### config.mk
export PLATFORM = sky130hd
export DESIGN_NAME = uart_rx_frame_parser
export DESIGN_NICKNAME = d
export VERILOG_FILES = /design/src/rtl/uart_pkg.sv /design/src/rtl/uart_frame_buf.sv /design/src/rtl/uart_rx_frame_parser.sv
export SDC_FILE = /design/constraint.sdc
export NUM_CORES = 1
export LEC_CHECK = 0
export BUFFER_PORTS_ARGS = -buffer_cell sky130_fd_sc_hd__buf_2
export CORE_MARGIN = 4
export CORE_UTILIZATION = 45
export CTS_CLUSTER_DIAMETER = 100
export DETAILED_ROUTE_END_ITERATION = 10
export GPL_TIMING_DRIVEN = 0
export PLACE_DENSITY = 0.7
export SLEW_MARGIN = 10
export SYNTH_ARGS = -nofsm -noshare
export SYNTH_HDL_FRONTEND = slang
export SYNTH_SLANG_ARGS = --single-unit
### constraint.sdc
create_clock -name clk -period 2.8 [get_ports clk]
set_clock_uncertainty 0.05 [all_clocks]
set_input_delay 0 -clock clk [delete_from_list [all_inputs] [get_ports clk]]
set_output_delay 0 -clock clk [all_outputs]
set_load 0.03 [all_outputs]
### src/rtl/uart_pkg.sv
// uart_pkg: shared state encoding, error bit positions and timeout sizing for
// the UART frame parser.
package uart_pkg;

  // Parser states; DRAIN is the only state that drives the output stream.
  typedef enum logic [2:0] {
    IDLE    = 3'd0,
    LEN     = 3'd1,
    PAYLOAD = 3'd2,
    CHK     = 3'd3,
    DRAIN   = 3'd4
  } state_e;

  // Bit positions inside err_o.
  localparam int ERR_W   = 4;
  localparam int ERR_LEN = 0;
  localparam int ERR_CHK = 1;
  localparam int ERR_TMO = 2;
  localparam int ERR_OVR = 3;

  // Inter-byte timeout in clock cycles: chars * 10 bit times, one bit time
  // being the integer number of clocks per baud period.
  function automatic int timeout_cycles(input int clkfreq, input int baudrate,
                                        input int chars);
    return chars * 10 * (clkfreq / baudrate);
  endfunction

endpackage

### src/rtl/uart_frame_buf.sv
// uart_frame_buf: payload store for one frame. Synchronous write, combinational
// read so the parser can present the next byte in the same cycle it advances.
module uart_frame_buf
  import uart_pkg::*;
#(
  parameter int p_depth = 16,
  parameter int p_aw    = 4
) (
  input  logic            clk,
  input  logic            we_i,
  input  logic [p_aw-1:0] waddr_i,
  input  logic [7:0]      wdata_i,
  input  logic [p_aw-1:0] raddr_i,
  output logic [7:0]      rdata_o
);

  // Contents are not reset: every byte read in a drain was written by the
  // same frame beforehand.
  logic [7:0] mem_q [p_depth];

  // Store one payload byte per write strobe.
  always_ff @(posedge clk) begin
    if (we_i) begin
      mem_q[waddr_i] <= wdata_i;
    end
  end

  assign rdata_o = mem_q[raddr_i];

endmodule

### src/rtl/uart_rx_frame_parser.sv
// uart_rx_frame_parser: delimits SOF/LEN/payload/XOR-checksum frames from the
// uart_rx byte stream, buffers the payload and releases it on a valid/ready
// stream only after the checksum matches. Errors are single-cycle pulses.
module uart_rx_frame_parser
  import uart_pkg::*;
#(
  parameter int         p_clkfreq       = 100_000_000,
  parameter int         p_baudrate      = 115_200,
  parameter logic [7:0] p_sof           = 8'hA5,
  parameter int         p_max_len       = 16,
  parameter int         p_timeout_chars = 4
) (
  input  logic             clk,
  input  logic             rst_n_i,
  input  logic [7:0]       din_i,
  input  logic             din_tick_i,
  output logic [7:0]       m_data_o,
  output logic             m_valid_o,
  input  logic             m_ready_i,
  output logic             m_last_o,
  output logic             frame_ok_o,
  output logic [ERR_W-1:0] err_o,
  output logic             busy_o
);

  // Pointer/length width holds 0..p_max_len; buffer address only 0..p_max_len-1.
  localparam int PW = $clog2(p_max_len + 1);
  localparam int AW = (p_max_len > 1) ? $clog2(p_max_len) : 1;

  localparam int TMO_T = timeout_cycles(p_clkfreq, p_baudrate, p_timeout_chars);
  localparam int TW    = $clog2(TMO_T + 1);

  localparam logic [TW-1:0] TMO_LIM  = TW'(TMO_T);
  localparam logic [TW-1:0] TMO_ONE  = TW'(1);
  localparam logic [PW-1:0] PTR_ONE  = PW'(1);
  localparam logic [7:0]    MAX_LEN8 = 8'(p_max_len);

  state_e           state_q;
  logic [PW-1:0]    len_q;
  logic [PW-1:0]    wr_ptr_q;
  logic [PW-1:0]    rd_ptr_q;
  logic [7:0]       chk_q;
  logic [TW-1:0]    tmo_q;
  logic [7:0]       m_data_q;
  logic             m_valid_q;
  logic             m_last_q;
  logic             frame_ok_q;
  logic [ERR_W-1:0] err_q;
  logic             busy_q;

  logic [PW-1:0]    wr_ptr_nxt;
  logic [PW-1:0]    rd_ptr_nxt;
  logic [PW-1:0]    len_last;
  logic [TW-1:0]    tmo_nxt;
  logic             tmo_hit;
  logic             len_bad;
  logic             wr_en;
  logic [AW-1:0]    rd_addr_d;
  logic [7:0]       rd_data;

  assign wr_ptr_nxt = wr_ptr_q + PTR_ONE;
  assign rd_ptr_nxt = rd_ptr_q + PTR_ONE;
  assign len_last   = len_q - PTR_ONE;
  assign tmo_nxt    = tmo_q + TMO_ONE;
  assign tmo_hit    = (tmo_nxt == TMO_LIM);
  assign len_bad    = (din_i == 8'd0) || (din_i > MAX_LEN8);
  assign wr_en      = (state_q == PAYLOAD) && din_tick_i;

  // Read address is the pointer value that will be current after this edge,
  // so the registered m_data_o always shows buf[rd_ptr].
  always_comb begin
    rd_addr_d = rd_ptr_q[AW-1:0];
    if (state_q == CHK) begin
      rd_addr_d = '0;
    end else if ((state_q == DRAIN) && m_ready_i) begin
      rd_addr_d = rd_ptr_nxt[AW-1:0];
    end
  end

  uart_frame_buf #(
    .p_depth (p_max_len),
    .p_aw    (AW)
  ) u_buf (
    .clk     (clk),
    .we_i    (wr_en),
    .waddr_i (wr_ptr_q[AW-1:0]),
    .wdata_i (din_i),
    .raddr_i (rd_addr_d),
    .rdata_o (rd_data)
  );

  // Frame FSM with checksum, pointers, inter-byte timeout and registered outputs.
  always_ff @(posedge clk) begin
    if (!rst_n_i) begin
      state_q    <= IDLE;
      len_q      <= '0;
      wr_ptr_q   <= '0;
      rd_ptr_q   <= '0;
      chk_q      <= '0;
      tmo_q      <= '0;
      m_data_q   <= '0;
      m_valid_q  <= 1'b0;
      m_last_q   <= 1'b0;
      frame_ok_q <= 1'b0;
      err_q      <= '0;
      busy_q     <= 1'b0;
    end else begin
      // Status outputs are pulses unless re-asserted below.
      frame_ok_q <= 1'b0;
      err_q      <= '0;

      unique case (state_q)
        IDLE: begin
          // Hunt for SOF; anything else is dropped without complaint.
          if (din_tick_i && (din_i == p_sof)) begin
            state_q <= LEN;
            busy_q  <= 1'b1;
            tmo_q   <= '0;
          end
        end

        LEN, PAYLOAD, CHK: begin
          if (!din_tick_i) begin
            // Silence on the line: abandon the frame once the gap hits the limit.
            if (tmo_hit) begin
              err_q[ERR_TMO] <= 1'b1;
              state_q        <= IDLE;
              busy_q         <= 1'b0;
              tmo_q          <= '0;
            end else begin
              tmo_q <= tmo_nxt;
            end
          end else begin
            // A byte arriving on the limit cycle still counts as in time.
            tmo_q <= '0;
            if (state_q == LEN) begin
              if (len_bad) begin
                err_q[ERR_LEN] <= 1'b1;
                state_q        <= IDLE;
                busy_q         <= 1'b0;
              end else begin
                len_q    <= din_i[PW-1:0];
                chk_q    <= din_i;
                wr_ptr_q <= '0;
                state_q  <= PAYLOAD;
              end
            end else if (state_q == PAYLOAD) begin
              chk_q    <= chk_q ^ din_i;
              wr_ptr_q <= wr_ptr_nxt;
              if (wr_ptr_nxt == len_q) begin
                state_q <= CHK;
              end
            end else begin
              if (din_i == chk_q) begin
                // First byte goes out together with the frame_ok pulse.
                state_q    <= DRAIN;
                rd_ptr_q   <= '0;
                frame_ok_q <= 1'b1;
                m_valid_q  <= 1'b1;
                m_data_q   <= rd_data;
                m_last_q   <= (len_q == PTR_ONE);
              end else begin
                err_q[ERR_CHK] <= 1'b1;
                state_q        <= IDLE;
                busy_q         <= 1'b0;
              end
            end
          end
        end

        DRAIN: begin
          // Bytes arriving while draining are lost; the drain itself carries on.
          if (din_tick_i) begin
            err_q[ERR_OVR] <= 1'b1;
          end
          if (m_ready_i) begin
            if (m_last_q) begin
              m_valid_q <= 1'b0;
              m_last_q  <= 1'b0;
              state_q   <= IDLE;
              busy_q    <= 1'b0;
            end else begin
              rd_ptr_q <= rd_ptr_nxt;
              m_data_q <= rd_data;
              m_last_q <= (rd_ptr_nxt == len_last);
            end
          end
        end

        default: begin
          state_q   <= IDLE;
          busy_q    <= 1'b0;
          m_valid_q <= 1'b0;
          m_last_q  <= 1'b0;
        end
      endcase
    end
  end

  assign m_data_o   = m_data_q;
  assign m_valid_o  = m_valid_q;
  assign m_last_o   = m_last_q;
  assign frame_ok_o = frame_ok_q;
  assign err_o      = err_q;
  assign busy_o     = busy_q;

endmodule

Word-level counts from Yosys, hierarchy flattened
Memory sizes are Yosys's and may differ from the RTL's.
Cells that the tools add are included.
{"block": "classes", "add_sub_neg": 4, "multipliers": 0, "div_mod_pow": 0, "order_cmp": 1, "n_eq_ne": 24, "n_shift": 0, "n_mux": 66, "bitwise": 6, "reduce_logical": 22}
{"cell": "$mux 8", "n": 9}
{"cell": "$mux 16", "n": 3}
{"cell": "$mux 5", "n": 9}
{"cell": "$pmux 16 s2", "n": 1}
{"cell": "$mux 3", "n": 9}
{"cell": "$mux 1", "n": 26}
{"cell": "$reduce_and 7->1", "n": 3}
{"cell": "$ne 2x2->1 const B", "n": 9}
{"cell": "$add 16x1->16 const B", "n": 1}
{"cell": "$eq 16x16->1 const B", "n": 1}
{"cell": "$pmux 8 s2", "n": 1}
{"cell": "$ne 4x4->1 const B", "n": 3}
{"cell": "$reduce_and 4->1", "n": 3}
{"cell": "$add 5x1->5 const B", "n": 2}
{"cell": "$eq 5x5->1", "n": 2}
{"cell": "$pmux 5 s2", "n": 1}
{"cell": "$pmux 1 s3", "n": 3}
{"cell": "$pmux 3 s3", "n": 1}
{"cell": "$eq 8x8->1", "n": 1}
{"cell": "$eq 8x8->1 const B", "n": 1}
{"cell": "$gt 8x5->1 const B", "n": 1}
{"cell": "$logic_not 8->1", "n": 1}
{"cell": "$mux 4", "n": 2}
{"cell": "$xor 8x8->8", "n": 1}
{"cell": "other kinds (18)", "n": 29}
{"block": "totals", "ff_bits": 58, "latchBits": 0, "mem_bits_rw": 128, "romBits": 0, "in_bits": 12, "elab_cells": 139, "n_memories": 1}
{"memory": "u_buf.mem_q", "depth": 16, "word_bits": 8, "read_ports": 1, "rd_clocked_by_memory_dff": 0, "wr": 1, "line_no": "uart_frame_buf.sv:19", "text": "logic [7:0] mem_q [p_depth];"}

Logic depth before layout (Yosys ltp)
Gate-level depths: netlist of the first run.
An unclocked memory read counts as a cell.
{"block": "logic_depth", "word_depth": 10, "depth_mapped": 11, "depth_no_buf": 8}

Cells and area by module
Synthesis of the first run repeated with hierarchy kept, for this count alone.
{"block": "hier_totals", "hier_cells": 633, "hier_area_um2": 8373.0}
{"module": "uart_frame_buf", "instances": 1, "cells_each": 221, "area_each_um2": 4987.3}
{"module": "uart_rx_frame_parser", "instances": 1, "cells_each": 412, "area_each_um2": 3385.7}

Worst setup path after synthesis of the first run
No wires, ideal clock.
{"block": "synth_path", "path_kind": "register to register", "start": "register tmo_q[0]", "end": "register tmo_q[3]", "arrival_time_ps": 2205, "setup_slack_ps": 395, "stages_incl_launch_ff": 11, "synth_period_minus_slack_ps": 2405, "path_cell_list": "dfxtp_1 -> ha_1 -> and4_1 -> buf_2 -> and3_1 -> o211ai_2 -> a2111oi_4 -> a21oi_2 -> buf_6 -> a41oi_2 -> a31oi_1"}
{"block": "synth_via", "elab_chain_cells": 5}
{"item": "from (decl)", "line_no": "uart_rx_frame_parser.sv:43", "text": "logic [TW-1:0] tmo_q;"}
{"item": "from (signal assigned)", "line_no": "uart_rx_frame_parser.sv:131", "text": "tmo_q <= tmo_nxt;"}
{"item": "$add 16x1->16 (*)", "line_no": "uart_rx_frame_parser.sv:64", "text": "assign tmo_nxt = tmo_q + TMO_ONE;"}
{"item": "$eq 16x16->1", "line_no": "uart_rx_frame_parser.sv:65", "text": "assign tmo_hit = (tmo_nxt == TMO_LIM);"}
{"item": "$mux 16 (*)", "line_no": "uart_rx_frame_parser.sv:125", "text": "if (tmo_hit) begin"}
{"item": "$mux 16 (*)", "line_no": "uart_rx_frame_parser.sv:123", "text": "if (!din_tick_i) begin"}
{"item": "$pmux 16 s2 (*)", "line_no": "uart_rx_frame_parser.sv:112", "text": "unique case (state_q)"}
Mark *: on every way between the ends. The rest lies on a longest branch, timed or not.
A chain may end at the register's enable or synchronous reset.

Final worst setup path of the first run
{"block": "layout_path", "start": "register state_q[0]", "end": "register m_data_q[3], in the netlist m_data_o[3]"}
{"block": "layout_via", "elab_chain_cells": 10}
{"item": "from (decl)", "line_no": "uart_rx_frame_parser.sv:38", "text": "state_e state_q;"}
{"item": "from (signal assigned)", "line_no": "uart_rx_frame_parser.sv:95", "text": "state_q <= IDLE;"}
{"item": "from (signal assigned)", "line_no": "uart_rx_frame_parser.sv:116", "text": "state_q <= LEN;"}
{"item": "from (signal assigned)", "line_no": "uart_rx_frame_parser.sv:127", "text": "state_q <= IDLE;"}
{"item": "$eq 3x3->1", "line_no": "uart_rx_frame_parser.sv:75, uart_rx_frame_parser.sv:112"}
{"item": "$logic_and 1x1->1", "line_no": "uart_rx_frame_parser.sv:75", "text": "end else if ((state_q == DRAIN) && m_ready_i) begin"}
{"item": "$mux 4", "line_no": "uart_rx_frame_parser.sv:75"}
{"item": "$mux 4", "line_no": "uart_rx_frame_parser.sv:73", "text": "if (state_q == CHK) begin"}
{"item": "$mem_v2 16x8"}
{"item": "$mux 8", "line_no": "uart_rx_frame_parser.sv:154", "text": "if (din_i == chk_q) begin"}
{"item": "$mux 8", "line_no": "uart_rx_frame_parser.sv:147", "text": "end else if (state_q == PAYLOAD) begin"}
{"item": "$mux 8", "line_no": "uart_rx_frame_parser.sv:136", "text": "if (state_q == LEN) begin"}
{"item": "$mux 8", "line_no": "uart_rx_frame_parser.sv:123"}
{"item": "$pmux 8 s2", "line_no": "uart_rx_frame_parser.sv:112"}
{"item": "to (signal assigned)", "line_no": "uart_rx_frame_parser.sv:160", "text": "m_data_q <= rd_data;"}
{"item": "to (signal assigned)", "line_no": "uart_rx_frame_parser.sv:184", "text": "m_data_q <= rd_data;"}
{"item": "to (decl)", "line_no": "uart_rx_frame_parser.sv:44", "text": "logic [7:0] m_data_q;"}
Parallel ways exist; a longest one is shown, timed or not. The select of a mux whose other input is x is not followed.

==> qor.csv, run 1 <==
stage,metric,value,unit
logic_synthesis,most frequent cell after synthesis,nand2_1,
worst_setup_path,critical path depth,8,
worst_setup_path,Required @ worst endpoint,3.06,ns
logic_synthesis,Synth cell types,70,
finish,# diodes,0,
logic_synthesis,Syn Std Cell Area,8490,sq um
worst_setup_path,CP Cell Sequence,"nand4bb_1, mux2_2, and2_1, buf_2, buf_2, mux2i_1, o2111ai_1, nand4_1",
clock_tree,clock sink count,186,
routing,DRT Pass-1 Iters,5,
worst_setup_path,Critical path buffers and inverters,2,
floorplanning,Rows,49,
pwr,Comb power frac,4.3,%
worst_setup_path,"delay-heaviest family, CP",simple AND/OR/NAND/NOR gates,
finish,Reg area,5010,sq um
worst_setup_path,Critical Path AT,2.91,ns
pwr,Flop pwr share,52.8,%
clock_tree,Clock transition at path regs,0.08,ns
grt,antenna violations before repair,0,
clock_tree,"Clk Latency, worst-skew pair",0.44,ns
worst_setup_path,Critical Path Most Common Cell,buf_2,
routing,via/cell ratio,5.78,
place,routability cong.,0.860,
logic_synthesis,"EDFF count, synth",128,
logic_synthesis,main flop type after synthesis,edfxtp_1,
pwr,Pint,4280,uW
clock_tree,buffer levels on the longest clock path,2,
logic_synthesis,top cell type's share of synthesized area,45.3,%
place,I/O Buffers,26,
min_path,worst hold path depth,1,
sta,Final period util,94.5,%
logic_synthesis,"area leader, netlist",edfxtp_1,
logic_synthesis,Area contributors post-synth,"edfxtp_1 (45%), dfxtp_1 (14%), nand2_1 (5.9%)",
worst_setup_path,startpoint types,flop,
finish,Layout area overhead,14.6,%
clock_tree,CTS tree,built,
worst_setup_path,"setup slack, reg-to-reg",0.15,ns
worst_setup_path,slowest CP cell,nand4bb_1,
logic_synthesis,"top cells by count, synth","nand2_1 (134), edfxtp_1 (128), nand3_1 (61)",
status,status,"finished, final reports clean",
grt,vias in the first global route,5829,
routing,routed len/inst,19.1,um
clock_tree,CTS Root Cell,clkbuf_16,
clock_tree,Inserted Clock Buffers,17,
floorplanning,die boundary width,145,um
grt,total global routing track utilization,19.3,%
sta,Fin. Hold Viols,0,
routing,DRC Markers,0,
finish,multi-input logic area,3400,sq um
min_path,HP Start,din_i[5],
finish,final net count,849,
worst_setup_path,Worst path max stage delay,0.42,ns
clock_tree,# H-tree levels,4,
pwr,Switch Pwr,1330,uW
worst_setup_path,CP Capture Type,flop,
worst_setup_path,reg2reg end,m_data_o[3],
logic_synthesis,cell count after synthesis,775,
place,Detail Placement HPWL,13100,um
routing,DR iter-0 viols,525,
worst_setup_path,Worst Reg-to-Reg Cells,8,
grt,first-pass GRT wire length,32200,um
routing,vias,6190,
logic_synthesis,register area share after synthesis,58.9,%
pwr,Static Leak,0.00338,uW
pwr,maximum VDD drop,434,uV
finish,post-layout util,53.2,%
worst_setup_path,R2R Path Start,state_q[0],
pwr,switch share,23.7,%
grt,GRT overflow,0,
logic_synthesis,Synth Net Count,795,
grt,maximum number of pins on one net before global-route repair,23,
sta,Worst Tran Pin Value,1.06,ns
job,Max Cap Violations,0,
sta,Worst slew margin,28.6,%
floorplanning,Initial Util,46.5,%
routing,DRT antenna net count,0,
worst_setup_path,crit path from,state_q[0],
floorplanning,die area,21100,sq um
logic_synthesis,YS warnings,0,
sta,Peak Freq,378,MHz
sta,final setup fails,0,
min_path,worst hold path type,in -> reg,
worst_setup_path,worst-path fanout max,10,
min_path,worst-case hold path end point,u_buf.mem_q[8][5],
logic_synthesis,Syn Area/Cell,11.0,sq um
sta,clock period minus worst slack,2.65,ns
pwr,power per cell area,576,nW/um^2
sta,final slew viol count,0,
pwr,clock power share,42.8,%
worst_setup_path,crit path kind,reg -> reg,
routing,drt total wl,20500,um
floorplanning,io pins,28,
floorplanning,Die Y,145,um
floorplanning,Core Region,18300,sq um
sta,Hold Slack,0.00790,ns
finish,share of layout cells above drive strength 1,14.7,%
logic_synthesis,Yosys reg bits,186,
logic_synthesis,async set-reset flop share out of synthesis,0,%
finish,fillers,1603,
-- registers in the layout (all words and copies together) (netlist names) --
name and count:
frame_ok_o 1, len_q 5, m_valid_o 1, m_data_o 8, state_q 3, wr_ptr_q 5, m_last_o 1, u_buf.mem_q 128
err_o 4, busy_o 1, chk_q 8, tmo_q 16, rd_ptr_q 5
-- power groups by stage --
stage	Sequential (uW)	Clock (uW)	Combinational, uW
floorplan	3020	0	124
global placement	3020	0	222
detailed placement	3020	0	224
CTS	2960	2430	235
global route	2960	2540	267
finish	2960	2400	243
-- timing repair --
action | in CTS | in global routing
buffers inserted | 0 | 2
setup endpoints to repair | 32 | 154
hold buffers | 8 | 0
resized for setup | 7 | 35
hold endpoints to repair | 56 | 0
pin swaps | 0 | 2
-- worst max-delay path by stage --
stage                     slack, ns                 to
after CTS                      0.01        m_data_o[2]
after global routing          -0.02          tmo_q[11]
after detailed placement      -0.32  u_buf.mem_q[1][3]
after global placement        -0.28  u_buf.mem_q[3][5]
final                          0.15        m_data_o[3]
after floorplan                0.40           tmo_q[3]
-- through the flow --
stage                     instances  worst slack (ns)  power, uW  setup TNS (ns)  cell area [sq um]
after global placement         1030            -0.279       3240           -8.47               8910
after floorplan                 775             0.395       3140               0               8490
after detailed placement       1030            -0.320       3240           -6.75               8910
final                          1071             0.154       5600               0               9730
after global routing           1071           -0.0158       5770         -0.0166               9730
after CTS                      1069            0.0101       5620               0               9600
-- kinds of logic (layout without fill, tap and decap cells) --
| logic type | Yosys count | count (layout) | synth area share, % |
|---|---|---|---|
| fa+ha+maj | 8 | 8 | 1.18 |
| simple gates | 333 | 333 | 19.4 |
| buf+inv | 47 | 114 | 2.40 |
| xor+xnor | 28 | 28 | 2.89 |
| flops | 186 | 186 | 58.9 |
| mux | 38 | 38 | 4.80 |
| compound gates | 135 | 135 | 10.4 |
-- routing by layer --
| metal | wire [um] | global-route usage (%) |
|---|---|---|
| met1 | 9550 | 28.2 |
| met2 | 9230 | 29.1 |
| met3 | 1260 | 3.83 |
| met4 | 424 | 6.46 |
| met5 | 0 | 0 |
-- cell usage in the layout (no fill, tap or decap), drive strengths merged, types with 14 or more instances in the layout --
cell | Yosys | routed
nor2 | 40 | 40
nand3 | 62 | 62
inv | 8 | 15
nor2b | 14 | 14
nor3 | 16 | 16
nand4 | 14 | 14
clkbuf | 22 | 41
buf | 17 | 43
nand2b | 15 | 15
nand2 | 134 | 134
mux2i | 34 | 34
a21oi | 40 | 40
edfxtp | 128 | 128
o21ai | 40 | 40
xor2 | 16 | 16
dfxtp | 58 | 58
-- final cells by class --
class | instances | share of cell area (%)
buffer | 38 | 1.88
clock buffer | 18 | 4.41
clock inverter | 14 | 1.61
inverter | 8 | 0.309
multi-input combinational | 542 | 34.9
sequential | 186 | 51.5
tap | 229 | 2.95
timing repair buffer | 36 | 2.44
(Power assumes the default switching activity.)
==> run 2: changes to the inputs <==
Settings changed: CELL_PAD_IN_SITES_DETAIL_PLACEMENT from default to 0, CELL_PAD_IN_SITES_GLOBAL_PLACEMENT from default to 1, PLACE_DENSITY 0.7 to 0.82, SLEW_MARGIN 10 to default.
==> qor.csv, run 2 (synthesis results as in run 1) <==
stage,metric,value,unit
place,DP Area,8910,sq um
grt,GRT overflow,0,
finish,share of layout cells above drive strength 1,15.0,%
floorplanning,die boundary width,145,um
worst_setup_path,R2R Path Start,state_q[2],
clock_tree,CTS Root Cell,clkbuf_16,
pwr,Flop pwr share,52.2,%
min_path,worst hold path type,in -> reg,
sta,final slew viol count,0,
pwr,clock power share,43.3,%
clock_tree,Clock transition at path regs,0.08,ns
sta,Worst slew margin,19.9,%
routing,DR iter-0 viols,443,
pwr,Switch Pwr,1310,uW
place,Detail Placement HPWL,13600,um
finish,largest registers,"u_buf.mem_q: 128 flops, tmo_q: 16 flops",
finish,Largest register FFs,128,
floorplanning,Initial Util,46.5,%
pwr,maximum VDD drop,478,uV
min_path,HP Start,din_i[0],
floorplanning,Core Region,18300,sq um
worst_setup_path,CP Capture Type,flop,
min_path,worst-case hold path end point,u_buf.mem_q[10][0],
routing,routed len/inst,19.2,um
clock_tree,CTS tree,built,
worst_setup_path,Worst path max stage delay,0.65,ns
place,routability cong.,0.815,
finish,fillers,1599,
sta,Peak Freq,359,MHz
job,Max Cap Violations,0,
worst_setup_path,worst-path fanout max,10,
routing,via/cell ratio,5.71,
worst_setup_path,reg2reg end,u_buf.mem_q[2][4],
clock_tree,buffer levels on the longest clock path,2,
pwr,Pint,4350,uW
grt,total global routing track utilization,19.4,%
routing,DRT antenna net count,0,
pwr,power per cell area,577,nW/um^2
sta,Fin. Hold Viols,0,
worst_setup_path,"setup slack, reg-to-reg",0.01,ns
worst_setup_path,Required @ worst endpoint,2.82,ns
status,status,"finished, final reports clean",
worst_setup_path,crit path kind,reg -> reg,
floorplanning,io pins,28,
clock_tree,# H-tree levels,4,
sta,final setup fails,0,
clock_tree,clock sink count,186,
routing,vias,6111,
floorplanning,die area,21100,sq um
routing,DRC Markers,0,
worst_setup_path,CP Cell Sequence,"clkbuf_1, nand3b_1, nor2_1, clkbuf_1, nand2_1, nor3_2",
floorplanning,Rows,49,
grt,vias in the first global route,5802,
worst_setup_path,Critical path buffers and inverters,2,
grt,antenna violations before repair,0,
finish,Final Instance Area,9810,sq um
clock_tree,"Clk Latency, worst-skew pair",0.44,ns
finish,"most common cell after layout, fill and taps aside",nand2_1,
floorplanning,Die Y,145,um
sta,Worst Tran Pin Value,1.19,ns
pwr,Static Leak,0.00339,uW
grt,maximum number of pins on one net before global-route repair,23,
worst_setup_path,Worst Reg-to-Reg Cells,6,
worst_setup_path,startpoint types,flop,
pwr,Comb power frac,4.4,%
routing,DRT Pass-1 Iters,5,
finish,largest register by flop count,u_buf.mem_q,
finish,Layout area overhead,15.6,%
sta,Final period util,99.5,%
min_path,worst hold path depth,1,
worst_setup_path,"delay-heaviest family, CP",simple AND/OR/NAND/NOR gates,
pwr,switch share,23.2,%
place,"worst slack, placed",-0.352,ns
finish,final net count,849,
worst_setup_path,slowest CP cell,nor3_2,
finish,"leading cell types in the layout, fill and taps excluded","nand2_1 (134), edfxtp_1 (128), nand3_1 (61), dfxtp_1 (56), o21ai_0 (40)",
sta,setup repair after global routing missed its margin,true,
routing,drt total wl,20600,um
grt,first-pass GRT wire length,32200,um
finish,# diodes,0,
sta,final worst setup slack,0.0147,ns
sta,clock period minus worst slack,2.79,ns
worst_setup_path,Critical Path AT,2.80,ns
clock_tree,Inserted Clock Buffers,17,
place,I/O Buffers,26,
worst_setup_path,Critical Path Most Common Cell,clkbuf_1,
==> run 2: per-stage QoR <==
stage	cells	utilization, %	total power [uW]	TNS, ns	hold slack (ns)
floorplan	775	-	3140	0	0.0489
global placement	1030	48.8	3240	-8.63	0.385
detailed placement	1030	48.8	3250	-10.13	0.384
CTS	1070	52.8	5680	0	0.00519
global route	1071	53.7	5840	-4.70	0.00785
finish	1071	53.7	5660	0	0.0119
==> run 2: power by group through the flow <==
stage          combinational [uW]  clock [uW]  sequential, uW
6_report                      251        2450            2960
5_1_grt                       273        2600            2960
4_1_cts                       243        2490            2960
3_5_place_dp                  229           0            3020
3_3_place_gp                  227           0            3020
2_1_floorplan                 124           0            3020
==> run 2: metal layers <==
metal | GRT usage (%) | part of all wire, % | up-vias
met5 | 0 | 0 | -
met4 | 7.36 | 2.7 | 0
met3 | 3.61 | 3.9 | 35
met2 | 32.0 | 48 | 147
met1 | 25.8 | 45 | 2976
li1 | - | - | 2953
==> run 2: what timing repair did <==
item	4_1_cts	5_1_grt
setup buffers	0	1
hold buffers	9	0
pin swaps	0	2
hold endpoints to repair	72	0
gates resized for setup	10	43
endpoints found under the setup margin	48	152
==> run 2: final cells by class <==
class / instances / area (sq um) / share of cell area, %
Tap cell: 229 / 287 / 2.92
Inverter: 8 / 30.0 / 0.306
Buffer: 38 / 179 / 1.82
Clock buffer: 19 / 464 / 4.73
Timing Repair Buffer: 36 / 245 / 2.50
Sequential cell: 186 / 5010 / 51.0
Multi-Input combinational cell: 542 / 3450 / 35.2
Clock inverter: 13 / 149 / 1.52
==> run 2: how the worst max path moves through the flow <==
stage,cells past startpoint,end,slack [ns],start
2_1_floorplan,10,tmo_q[3],0.40,tmo_q[0]
3_3_place_gp,6,u_buf.mem_q[3][0],-0.28,state_q[2]
3_5_place_dp,6,u_buf.mem_q[2][4],-0.35,state_q[2]
4_1_cts,8,m_data_o[6],0.002,state_q[1]
5_1_grt,6,u_buf.mem_q[6][7],-0.19,state_q[2]
6_report,6,u_buf.mem_q[2][4],0.01,state_q[2]
